==> src/rtl/led_pattern_pkg.sv <==
// led_pattern_pkg: shared definitions for the LED pattern generator.
//   MODE_W        width of the mode field
//   mode_e        pattern selector (chase, bounce, count, bar)
//   mode_init_one 1 when a mode starts from the single-LSB pattern, 0 when it
//                 starts from all-zero
package led_pattern_pkg;

    localparam int MODE_W = 2;

    typedef enum logic [MODE_W-1:0] {
        MODE_CHASE  = 2'd0,
        MODE_BOUNCE = 2'd1,
        MODE_COUNT  = 2'd2,
        MODE_BAR    = 2'd3
    } mode_e;

    function automatic logic mode_init_one(input mode_e m);
        return (m == MODE_CHASE) || (m == MODE_BOUNCE);
    endfunction

endpackage

==> src/rtl/led_tick_prescaler.sv <==
// led_tick_prescaler: free-running divider producing a base tick.
//   i_clk  clock, rising edge
//   rst    synchronous active-low reset (counter to 0)
//   tick   high for one cycle while the count sits at DIV-1
module led_tick_prescaler #(
    parameter int DIV = 10
) (
    input  logic i_clk,
    input  logic rst,
    output logic tick
);

    localparam int CW = (DIV > 1) ? $clog2(DIV) : 1;

    logic [CW-1:0] cnt;

    assign tick = (cnt == CW'(DIV - 1));

    always_ff @(posedge i_clk) begin
        if (!rst)      cnt <= '0;
        else if (tick) cnt <= '0;
        else           cnt <= cnt + CW'(1);
    end

endmodule

==> src/rtl/led_pattern_gen.sv <==
// led_pattern_gen: steps an LED pattern (chase, bounce, count, bar) at a
// programmable rate derived from a base tick of TICK_HZ.
//   i_clk   clock, rising edge
//   rst     synchronous active-low reset
//   i_mode  requested pattern (0 chase, 1 bounce, 2 count, 3 bar)
//   i_dir   0 toward MSB / up, 1 toward LSB / down
//   i_hold  1 freezes the pattern (tick and rate counters keep running)
//   i_rate  step period in ticks, minus 1
//   o_leds  current pattern
//   o_step  one-cycle pulse in the cycle o_leds takes a new value
//   o_mode  mode currently displayed
// Build option: LED_PATTERN_BOUNCE_EN enables bounce mode; without it a
// request for bounce is treated as chase and reported as mode 0.
module led_pattern_gen
    import led_pattern_pkg::*;
#(
    parameter int WIDTH    = 16,
    parameter int CLK_FREQ = 25000000,
    parameter int TICK_HZ  = 100
) (
    input  logic             i_clk,
    input  logic             rst,
    input  logic [1:0]       i_mode,
    input  logic             i_dir,
    input  logic             i_hold,
    input  logic [3:0]       i_rate,
    output logic [WIDTH-1:0] o_leds,
    output logic             o_step,
    output logic [1:0]       o_mode
);

    localparam int DIV = CLK_FREQ / TICK_HZ;

    logic tick;

    led_tick_prescaler #(.DIV(DIV)) u_presc (
        .i_clk (i_clk),
        .rst   (rst),
        .tick  (tick)
    );

    // ">=" rather than "==" so a rate lowered below the current count
    // fires on the very next tick instead of wrapping through 15.
    logic [3:0] rate_cnt;
    logic       step_evt;

    assign step_evt = tick && (rate_cnt >= i_rate);

    always_ff @(posedge i_clk) begin
        if (!rst)          rate_cnt <= '0;
        else if (step_evt) rate_cnt <= '0;
        else if (tick)     rate_cnt <= rate_cnt + 4'd1;
    end

    mode_e req_mode;
`ifdef LED_PATTERN_BOUNCE_EN
    assign req_mode = mode_e'(i_mode);
`else
    assign req_mode = (i_mode == MODE_BOUNCE) ? MODE_CHASE : mode_e'(i_mode);
`endif

    mode_e            mode_q, mode_d;
    logic [WIDTH-1:0] leds_d;
    logic             step_d;

`ifdef LED_PATTERN_BOUNCE_EN
    // bdn_q: 1 = next bounce move is toward the LSB. An endpoint always
    // forces the move away from it, so the lit bit never falls off the edge.
    logic bdn_q, bdn_d, go_up;
    assign go_up = bdn_q ? o_leds[0] : ~o_leds[WIDTH-1];
`endif

    always_comb begin
        leds_d = o_leds;
        mode_d = mode_q;
        step_d = 1'b0;
`ifdef LED_PATTERN_BOUNCE_EN
        bdn_d  = bdn_q;
`endif
        if (step_evt && !i_hold) begin
            step_d = 1'b1;
            if (req_mode != mode_q) begin
                // Mode entry only loads the start pattern; no advance.
                mode_d = req_mode;
                leds_d = mode_init_one(req_mode) ? WIDTH'(1) : '0;
`ifdef LED_PATTERN_BOUNCE_EN
                bdn_d  = i_dir;
`endif
            end else begin
                case (mode_q)
                    MODE_CHASE:
                        leds_d = i_dir ? {o_leds[0], o_leds[WIDTH-1:1]}
                                       : {o_leds[WIDTH-2:0], o_leds[WIDTH-1]};
`ifdef LED_PATTERN_BOUNCE_EN
                    MODE_BOUNCE: begin
                        leds_d = go_up ? (o_leds << 1) : (o_leds >> 1);
                        if (leds_d[WIDTH-1]) bdn_d = 1'b1;
                        else if (leds_d[0])  bdn_d = 1'b0;
                        else                 bdn_d = ~go_up;
                    end
`endif
                    MODE_COUNT:
                        leds_d = i_dir ? o_leds - WIDTH'(1) : o_leds + WIDTH'(1);
                    MODE_BAR:
                        if (&o_leds)    leds_d = '0;
                        else if (i_dir) leds_d = {1'b1, o_leds[WIDTH-1:1]};
                        else            leds_d = {o_leds[WIDTH-2:0], 1'b1};
                    default: ;
                endcase
            end
        end
    end

    always_ff @(posedge i_clk) begin
        if (!rst) begin
            o_leds <= WIDTH'(1);
            mode_q <= MODE_CHASE;
            o_step <= 1'b0;
`ifdef LED_PATTERN_BOUNCE_EN
            bdn_q  <= 1'b0;
`endif
        end else begin
            o_leds <= leds_d;
            mode_q <= mode_d;
            o_step <= step_d;
`ifdef LED_PATTERN_BOUNCE_EN
            bdn_q  <= bdn_d;
`endif
        end
    end

    assign o_mode = mode_q;

endmodule

==> config.mk <==
export PLATFORM = sky130hd
export DESIGN_NAME = led_pattern_gen
export DESIGN_NICKNAME = d
export VERILOG_FILES = /design/src/rtl/led_pattern_pkg.sv /design/src/rtl/led_tick_prescaler.sv /design/src/rtl/led_pattern_gen.sv
export SDC_FILE = /design/constraint.sdc
export NUM_CORES = 1
export LEC_CHECK = 0
export CORE_UTILIZATION = 39
export DETAILED_ROUTE_END_ITERATION = 16
export GPL_TIMING_DRIVEN = 1
export PLACE_DENSITY = 0.64
export RECOVER_POWER = 25
export REMOVE_ABC_BUFFERS = 1
export SYNTH_ARGS = -nofsm -noshare
export SYNTH_HDL_FRONTEND = slang
export SYNTH_SLANG_ARGS = --single-unit
==> constraint.sdc <==
create_clock -name i_clk -period 3.8 [get_ports i_clk]
set_input_delay 0.76 -clock i_clk [delete_from_list [all_inputs] [get_ports i_clk]]
set_output_delay 0.76 -clock i_clk [all_outputs]
set_load 0.02 [all_outputs]
**Word-level counts from Yosys, hierarchy flattened**

Index checks and enable logic that the tools add are counted.

- Register bits: 41
- Latch bits: 0
- RAM bits: 0
- Memory bits (read-only): 0
- Input bits: 10
- Output and inout bits: 19
- Logic and storage cells: 38
- Memories kept: 0

- Add/sub/neg operators: 4
- Multiply operators: 0
- Div/mod/pow operators: 0
- $lt $le $gt $ge: 1
- Equal/unequal tests: 6
- Shifts and indexed selects: 0
- Multiplexer cells: 9
- Bitwise gates (word level): 1
- Reductions and logical operators: 12

Operators by type and width:

| operator | count |
|---|---|
| 16-bit 2-to-1 mux | 5 |
| 16-bit one-hot mux with 3 select lines | 1 |
| 18-bit by 1-bit adder with 18-bit output, second input constant | 1 |
| 18-bit equality test, second input constant | 1 |
| 16-bit by 1-bit adder with 16-bit output, second input constant | 1 |
| 16-bit AND reduction | 1 |
| 16-bit by 1-bit subtractor with 16-bit output, second input constant | 1 |
| 4-bit by 1-bit adder with 4-bit output, second input constant | 1 |
| 2-bit by 1-bit equality test with 1-bit output, second input constant | 2 |
| 2-bit equality test, second input constant | 2 |
| 4-bit >= comparator | 1 |
| 2-bit zero test | 2 |
| 2-bit AND reduction | 2 |
| 4-bit nonzero test | 1 |
| 2-bit OR reduction | 2 |
| 1-bit logical AND | 2 |
| 1-bit 2-to-1 mux | 2 |
| 2-bit 2-to-1 mux | 1 |
| 2-bit inequality test | 1 |
| 1-bit zero test | 1 |
| 1-bit logical OR | 1 |
| 1-bit inverter | 1 |

**Logic depth before layout (Yosys ltp)**

Gate-level depths: netlist of the first run.

- Depth in word-level cells: 6
- Gate-level depth with buffers: 10
- Depth with buffers taken out: 9

**Hierarchy**

From an unflattened synthesis of the first run, not the netlist that was laid out.

- Cell total of the unflattened synthesis: 357
- Area total of the unflattened synthesis: 2,914.0 um^2

By module, submodules not included:

| module | instances | cells an instance | area an instance (um^2) |
|---|---|---|---|
| led_pattern_gen | 1 | 266 | 2,108.3 |
| led_tick_prescaler | 1 | 91 | 805.8 |

**Worst setup path after synthesis of the first run**

Ideal clock, no wire load.

- Kind: input -> register
- Start: in i_dir
- End: reg o_leds[14]
- Setup time: 74 ps
- Data arrival time: 2,823 ps
- Data required time: 3,726 ps
- Path slack: 903 ps
- Stages on the path: 10
- Path buffers: 1
- Cell sequence: clkbuf_1 inv_1 fa_1 nand2b_1 a21oi_1 o31ai_1 o31ai_1 o31ai_1 xor2_1 o21ai_0

- Cells in the longest elaborated chain, start to end: 4

RTL lines:

| what | RTL line | source |
|---|---|---|
| start: declaration | led_pattern_gen.sv:24 | `input logic i_dir,` |
| 16-bit 2-to-1 mux | led_pattern_gen.sv:106 | `else if (i_dir) leds_d = {1'b1, o_leds[WIDTH-1:1]};` |
| 16-bit 2-to-1 mux | led_pattern_gen.sv:105 | `if (&o_leds) leds_d = '0;` |
| 16-bit one-hot mux with 3 select lines (*) | led_pattern_gen.sv:90 | `case (mode_q)` |
| 16-bit 2-to-1 mux (*) | led_pattern_gen.sv:82 | `if (req_mode != mode_q) begin` |
| end signal: assignment | led_pattern_gen.sv:123 | `o_leds <= leds_d;` |
| end: declaration | led_pattern_gen.sv:27 | `output logic [WIDTH-1:0] o_leds,` |

Mark *: on every way between the ends. The rest lies on a longest branch, timed or not.
A chain may end at the register's enable or synchronous reset.

**Worst setup path after layout of the first run**

- Start: in i_dir
- End: reg o_leds[10]

The elaborated chain is that of the path after synthesis.

==> results of run 1 <==
[cells by family after synthesis]
group / count (synthesis)
compound gates: 92
xor+xnor: 25
fa+ha+maj: 23
buf+inv: 30
flops: 41
mux: 16
simple gates: 160
[final timing paths]
check	start	to	depth (start not counted)
setup / recovery	i_dir	o_leds[10]	10
hold reg to reg	u_presc.cnt[0]	u_presc.cnt[0]	1
setup reg to reg	o_leds[1]	o_leds[14]	9
hold / removal	u_presc.cnt[0]	u_presc.cnt[0]	1
[registers in the layout, summed over array words and instances, names as in the netlist]
register / count
o_leds: 16
o_step: 1
u_presc.cnt: 18
rate_cnt: 4
o_mode: 2
[power breakdown]
group | total [µW] | internal [µW] | switching, µW
sequential | 435 | 432 | 2.54
combinational | 79.1 | 32.2 | 46.9
clock | 272 | 127 | 144
[area by class of cell]
cell class	instances	area, µm²	area share
Sequential cell	41	821	0.239
Multi-Input combinational cell	316	2040	0.595
Tap cell	99	124	0.0361
Clock inverter	2	10.0	0.00292
Inverter	14	52.6	0.0153
Timing Repair Buffer	32	310	0.0905
Clock buffer	6	72.6	0.0212
[metrics by stage]
stage / total power [µW] / util / setup slack, ns
floorplan: 489 / - / 1.31
global placement: 522 / 0.457 / 0.427
detailed placement: 523 / 0.457 / 0.434
CTS: 795 / 0.468 / 0.726
global route: 822 / 0.468 / 0.426
finish: 785 / 0.468 / 0.712
[per-layer routing]
layer | GRT usage | vias to the layer above
li1 | - | 1440
met1 | 0.269 | 1292
met2 | 0.297 | 44
met3 | 0.0323 | 4
met4 | 0.0447 | 0
met5 | 0 | -
[placed cells by master (no fill, tap or decap), types with 4 or more instances in the layout]
cell	Yosys	final
nor2_1	44	44
dfxtp_1	41	41
a21oi_1	36	36
nand2_1	34	34
o21ai_0	27	27
clkdlybuf4s50_1	0	26
nand3_1	24	24
ha_1	22	22
xor2_1	16	16
nor3_1	15	15
mux2i_1	15	15
inv_1	14	14
nand4_1	11	11
xnor2_1	9	9
or3_1	6	6
and3_1	5	5
nand2b_1	5	5
a211oi_1	5	5
clkbuf_8	0	5
o21a_1	4	4
o22ai_1	4	4
buf_4	1	4
[worst max-delay path: stages]
cell             delay, ns
clkdlybuf4s50_1       0.50
buf_4                 0.27
ha_1                  0.31
o21ai_0               0.23
a211oi_1              0.09
a2111oi_1             0.56
a22oi_1               0.16
xor2_1                0.17
a21oi_1               0.15
o21ai_1               0.06
==> results.ini, run 1 <==
[run_status]
status = finished clean

[yosys]
ys_warn_count = 0
synthSimpleGateAreaFrac = 0.278
synth-xor-area-share = 0.0733
synth_common_cells = 44 x nor2_1, 41 x dfxtp_1, 36 x a21oi_1
synth_seq_area_share = 0.275
synth_area_um2 = 2990
synth_compound_area_frac = 0.178
synth.avg_cell_area_um2 = 7.72
muxShareOfSynthArea = 0.0540
synth.area.top_cells = dfxtp_1 27%, ha_1 9.2%, a21oi_1 6.0%, nor2_1 5.5%, mux2i_1 5.0%
syn_inst = 387
synth.most_common_cell = nor2_1
synth-edff-count = 0
yosysTopAreaCell = dfxtp_1
synthDistinctLibCells = 49
yosysTopAreaCellShare = 0.275
async_reset_ff_frac = 0
ys_seq_elements = 41
synth_fa_ha_area_frac = 0.0988
yosys_most_used_dff = dfxtp_1
synth_top_family_by_area = simple AND/OR/NAND/NOR gates

[sta]
skew_ns = 0.00914
drv_slew = 0
rsz0062_at_grt = false
hold_viol = 0
fin_tns_setup_ns = 0
setup_viol = 0
slew_headroom = 0.609
fin_crit_ns = 3.09
fin_crit_sh = 0.813
max_freq_ghz = 0.324
worst_pin_slew_ns = 0.582
holdWs_ns = 0.466

[floorplanning]
rows = 31
boundaryPins = 29
core_area_um2 = 7330
die_w_um = 89.5
start_util = 0.408
dieArea_um2 = 8020
die_y_um = 89.5

[placement]
dp_hpwl_um = 5270
postPlaceCellArea_um2 = 3350
placed_cells = 502
gp_congestion = 0.887
numPortBuffers = 28

[finish]
drive_above_1_share = 0.0487
final_cells = 510
layout.nets = 443
stdcell_area_um2 = 3430
fillers = 721
area_growth_syn_to_layout_pct = 14.7
n_antenna_cell = 0

[job]
max_cap_violations = 0

[worst_setup_path]
rrSetupSlack_ns = 1.33
critical_path_arrival_ns = 3.26
startpoint_type = primary input
critPathCaptureType = register
crit_type = primary input to register
cp.required_ns = 3.97
worstPathMaxFanout = 17

[clocking]
cts-hold-fix-buffers = 0
insertion_delay_ns = 0.29
h-tree-depth = 2
cts-root-buf = clkbuf_8
cts_inserted_buffers = 5
postCtsSetupBuffers = 0
clock-sinks = 41
cts_tree = done
cts_resized = 0
cts_buffer_depth = 2
clk_pin_slew_ns = 0.07

[route]
met3_length_um = 206
dr.max_layer_used = met4
postRouteAntennaNets = 0
dr.pass1.iters = 4
wl_per_cell_um = 13.8
vias = 2780
drcViolationCount = 0
finalWirelength_um = 7050
wl_met1_um = 3630
drtIter0Drc = 140
via_per_inst = 5.45
wl_met2_um = 3160

[global_route]
grt.overflow.total = 0
grt_pass1_vias = 2490
grtUsageTotal = 0.189
antenna_found_initial = 0
grt_start_max_net_pins = 23
grt_pass1_wl_um = 11800

[pwr]
p_leak_uw = 0.00130
powerDensity_nw_per_um2 = 229
peakVddDrop_v = 0.000143

[min_path]
hold_path.class = register to register

Power figures use the tool's default switching activity.
==> run 2: changes to the inputs <==
Clock period 3.8 ns to 3.11 ns, I/O delays scaled along.
==> results.ini, run 2 (synthesis results as in run 1) <==
[min_path]
hold_path.class = register to register

[route]
dr.pass1.iters = 4
wl_per_cell_um = 13.9
drcViolationCount = 0
finalWirelength_um = 7330
vias = 2851
drtIter0Drc = 194
postRouteAntennaNets = 0
via_per_inst = 5.40

[job]
max_cap_violations = 0

[finish]
largest-register = u_presc.cnt
fillers = 733
reg_top3 = u_presc.cnt x18, o_leds x16, rate_cnt x4
seqCellArea_um2 = 821
drive_above_1_share = 0.0839
largest_reg_flops = 18
final_cells = 528
layout_common_cells = 44 x nor2_1, 41 x dfxtp_1, 36 x a21oi_1
multiInputGateArea_um2 = 2020
layout.nets = 461
area_growth_syn_to_layout_pct = 19.8
n_antenna_cell = 0
final_common_cell = nor2_1

[floorplanning]
boundaryPins = 29
dieArea_um2 = 8020
rows = 31
core_area_um2 = 7330
die_w_um = 89.5
die_y_um = 89.5
start_util = 0.408

[run_status]
status = finished clean

[clocking]
cts-hold-fix-buffers = 0
clock-sinks = 41
cts_resized = 0
cts_inserted_buffers = 5
postCtsSetupBuffers = 0
h-tree-depth = 2
cts-root-buf = clkbuf_8
cts_tree = done
clk_pin_slew_ns = 0.08
insertion_delay_ns = 0.30
cts_buffer_depth = 2

[placement]
gp_congestion = 0.898
placed_cells = 520
dp_hpwl_um = 5480
dp_slack_ns = -0.00684
numPortBuffers = 28

[global_route]
grt_start_max_net_pins = 23
grtUsageTotal = 0.196
grt.overflow.total = 0
busiest_layer = met2
use_met3 = 0.0314
grt_pass1_vias = 2607
antenna_found_initial = 0
use_met2 = 0.314
use_met1 = 0.276
grt_pass1_wl_um = 12100

[sta]
fin_crit_sh = 0.904
fin_crit_ns = 2.81
max_freq_ghz = 0.356
drv_slew = 0
skew_ns = 0.0132
hold_viol = 0
setup_slack_ns = 0.299
setup_viol = 0
rsz0062_at_grt = false
worst_pin_slew_ns = 0.617
slew_headroom = 0.589

[worst_setup_path]
cp.required_ns = 3.30
crit_path_max_incr_delay_ns = 0.53
worstPathMaxFanout = 11
critical_path_arrival_ns = 3.00
crit_type = primary input to register
critPathCaptureType = register
crit_path_cell_trace = clkdlybuf4s50_1, buf_4, ha_1, buf_4, a211oi_1, o21ai_0, o211ai_1, o31ai_1, o31ai_1, xor2_1, o21ai_0
startpoint_type = primary input
crit_path_top_delay_cell = clkdlybuf4s50_1

[pwr]
p_leak_uw = 0.00138
powerDensity_nw_per_um2 = 304
peakVddDrop_v = 0.000191

[run 2: cell types whose count changed in the layout (fill, tap and decap cells not counted)]
cell / before / now
nand4_1: 11 / 12
clkbuf_1: 1 / 2
buf_4: 4 / 21
clkinv_2: 2 / 0
clkbuf_8: 5 / 6
bufinv_16: 0 / 1
nand4_4: 1 / 0
[run 2: critical path, delay by kind of cell]
family	cells	cell delay, ns
buf+inv	3	0.92
xor+xnor	1	0.18
compound gates	6	0.97
fa+ha+maj	1	0.31
[run 2: stage by stage]
step	power, µW	util	setup TNS (ns)	hold slack [ns]	area [µm²]
6_report	1090	0.488	0	0.479	3580
3_5_place_dp	652	0.475	-0.00684	0.458	3480
4_1_cts	1100	0.491	0	0.478	3600
5_1_grt	1140	0.488	0	0.508	3580
3_3_place_gp	650	0.475	0	0.445	3480
2_1_floorplan	598	-	0	0.426	2910
[run 2: where the power goes]
part,internal (µW),switching (µW),leakage (µW),total (µW)
combinational,49.0,59.4,0.000986,108
clock,262,187,0.0000585,449
sequential,528,3.36,0.000331,531
[run 2: path summary, 6_finish.rpt]
check | startpoint | end | slack, ns | cells after the start
max reg2reg | u_presc.cnt[0] | o_leds[15] | 0.70 | 7
min reg2reg | u_presc.cnt[0] | u_presc.cnt[0] | 0.48 | 1
min | u_presc.cnt[0] | u_presc.cnt[0] | 0.48 | 1
max | i_dir | o_leds[14] | 0.30 | 11
[run 2: area by class of cell]
| cell class | count | share of cell area |
|---|---|---|
| clock buffer | 7 | 0.0241 |
| timing repair buffer | 50 | 0.123 |
| sequential | 41 | 0.229 |
| inverter | 14 | 0.0147 |
| multi-input combinational | 316 | 0.566 |
| tap | 99 | 0.0346 |
| clock inverter | 1 | 0.00839 |
[run 2: layer usage]
layer	vias up	wire [µm]
met2	51	3310
li1	1471	-
met5	-	0
met4	0	74
met3	8	277
met1	1321	3670
==> run 3: changes to the inputs <==
Settings changed: PLACE_DENSITY 0.64 to 0.66.
Clock period 3.11 ns to 2.4 ns, I/O delays scaled along.
==> results.ini, run 3 (synthesis results as in run 1) <==
[placement]
numPortBuffers = 28
gp_congestion = 0.843
placed_cells = 556
dp_hpwl_um = 6060

[worst_setup_path]
r2r_end = o_leds[14]
crit_family = simple AND/OR/NAND/NOR gates
crit_path_cell_trace = clkdlybuf4s50_1, inv_1, ha_1, o21a_1, nor2_1, a21o_1, or3_4, buf_4, nor3_1, a21oi_1, nor2_1
rrSetupSlack_ns = 0.23
startpoint_type = primary input
worstPathMaxFanout = 8
critical_path_arrival_ns = 2.46
rr_startpoint = o_leds[0]
rr_worst_depth = 9
crit_top_cell = nor2_1
critPathCaptureType = register
crit_buf_inv = 3
crit_type = primary input to register
crit_path_max_incr_delay_ns = 0.45
cp.required_ns = 2.63
crit_path_top_delay_cell = clkdlybuf4s50_1

[finish]
largest_reg_flops = 18
layout_common_cells = 57 x buf_4, 44 x nor2_1, 41 x dfxtp_1
area_growth_syn_to_layout_pct = 29.1
reg_top3 = u_presc.cnt x18, o_leds x16, rate_cnt x4
drive_above_1_share = 0.166
largest-register = u_presc.cnt
layout.nets = 497
final_cells = 563
final_common_cell = buf_4
n_antenna_cell = 0

[sta]
max_freq_ghz = 0.449
slew_headroom = 0.598
fin_crit_ns = 2.23
setup_viol = 0
drv_slew = 0
holdWs_ns = 0.460
rsz0062_at_grt = false
skew_ns = 0.00876
worst_pin_slew_ns = 0.597
fin_crit_sh = 0.928
hold_viol = 0

[pwr]
p_switching_uw = 325
powerDensity_nw_per_um2 = 359
p_int_uw = 1060
p_leak_uw = 0.00159
peakVddDrop_v = 0.000170
seqPwrFrac = 0.495
switching_share = 0.234
clkPwrFrac = 0.391
p_comb_frac = 0.113

[clocking]
cts_tree = done
h-tree-depth = 2
cts_inserted_buffers = 5
insertion_delay_ns = 0.30
cts_buffer_depth = 2
cts-hold-fix-buffers = 0
clk_pin_slew_ns = 0.08
postCtsSetupBuffers = 0
cts-root-buf = clkbuf_8
cts_resized = 4
clock-sinks = 41

[floorplanning]
die_y_um = 89.5
start_util = 0.408
core_area_um2 = 7330
boundaryPins = 29
die_w_um = 89.5
dieArea_um2 = 8020
rows = 31

[job]
max_cap_violations = 0

[route]
finalWirelength_um = 7630
vias = 3021
drtIter0Drc = 227
via_per_inst = 5.37
wl_per_cell_um = 13.6
postRouteAntennaNets = 0
drcViolationCount = 0
dr.pass1.iters = 4

[min_path]
worstHoldStart = u_presc.cnt[0]
hold_path.class = register to register
hold_end = u_presc.cnt[0]
whs_path_depth = 1

[global_route]
grt_pass1_vias = 2825
grtUsageTotal = 0.211
grt.overflow.total = 0
grt_start_max_net_pins = 17
antenna_found_initial = 0
grt_pass1_wl_um = 13100

[run_status]
status = finished clean

[run 3: worst max-delay path by stage]
stage	startpoint	endpoint	slack (ns)	cells after the start
after global placement	i_dir	o_leds[14]	-0.55	10
final	i_rate[2]	o_leds[3]	0.17	11
after floorplan	o_leds[0]	o_leds[14]	0.14	9
after detailed placement	i_dir	o_leds[14]	-0.66	10
after global routing	i_rate[2]	o_leds[3]	0.03	11
after CTS	i_dir	o_leds[10]	0.03	11
[run 3: layout make-up]
cell class | instances | area (µm²)
Inverter | 14 | 52.6
Sequential cell | 41 | 821
Tap cell | 99 | 124
Multi-Input combinational cell | 316 | 2050
Clock buffer | 5 | 68.8
Timing Repair Buffer | 86 | 707
Fill cell | 691 | 3470
Clock inverter | 2 | 35.0
[run 3: power by group through the flow]
| stage | Combinational, µW | Sequential, µW | Clock, µW |
|---|---|---|---|
| global route | 174 | 689 | 580 |
| global placement | 154 | 703 | 0 |
| CTS | 158 | 687 | 555 |
| finish | 157 | 687 | 543 |
| floorplan | 71.5 | 703 | 0 |
| detailed placement | 157 | 703 | 0 |
[run 3: metal layers]
metal	track usage	up-vias	part of all wire	wire length, µm
met4	0.0851	0	0.023	179
li1	-	1543	-	-
met1	0.281	1395	0.48	3680
met2	0.342	64	0.45	3450
met5	0	-	0	0
met3	0.0286	19	0.041	314
[run 3: per-stage QoR]
step | cell area [µm²] | setup WS, ns | total power [µW] | setup TNS [ns] | util
finish | 3860 | 0.174 | 1390 | 0 | 0.527
global route | 3860 | 0.0278 | 1440 | 0 | 0.527
CTS | 3870 | 0.0335 | 1400 | 0 | 0.528
detailed placement | 3750 | -0.664 | 860 | -6.01 | 0.512
global placement | 3750 | -0.555 | 858 | -5.09 | 0.512
floorplan | 2910 | 0.144 | 774 | 0 | -
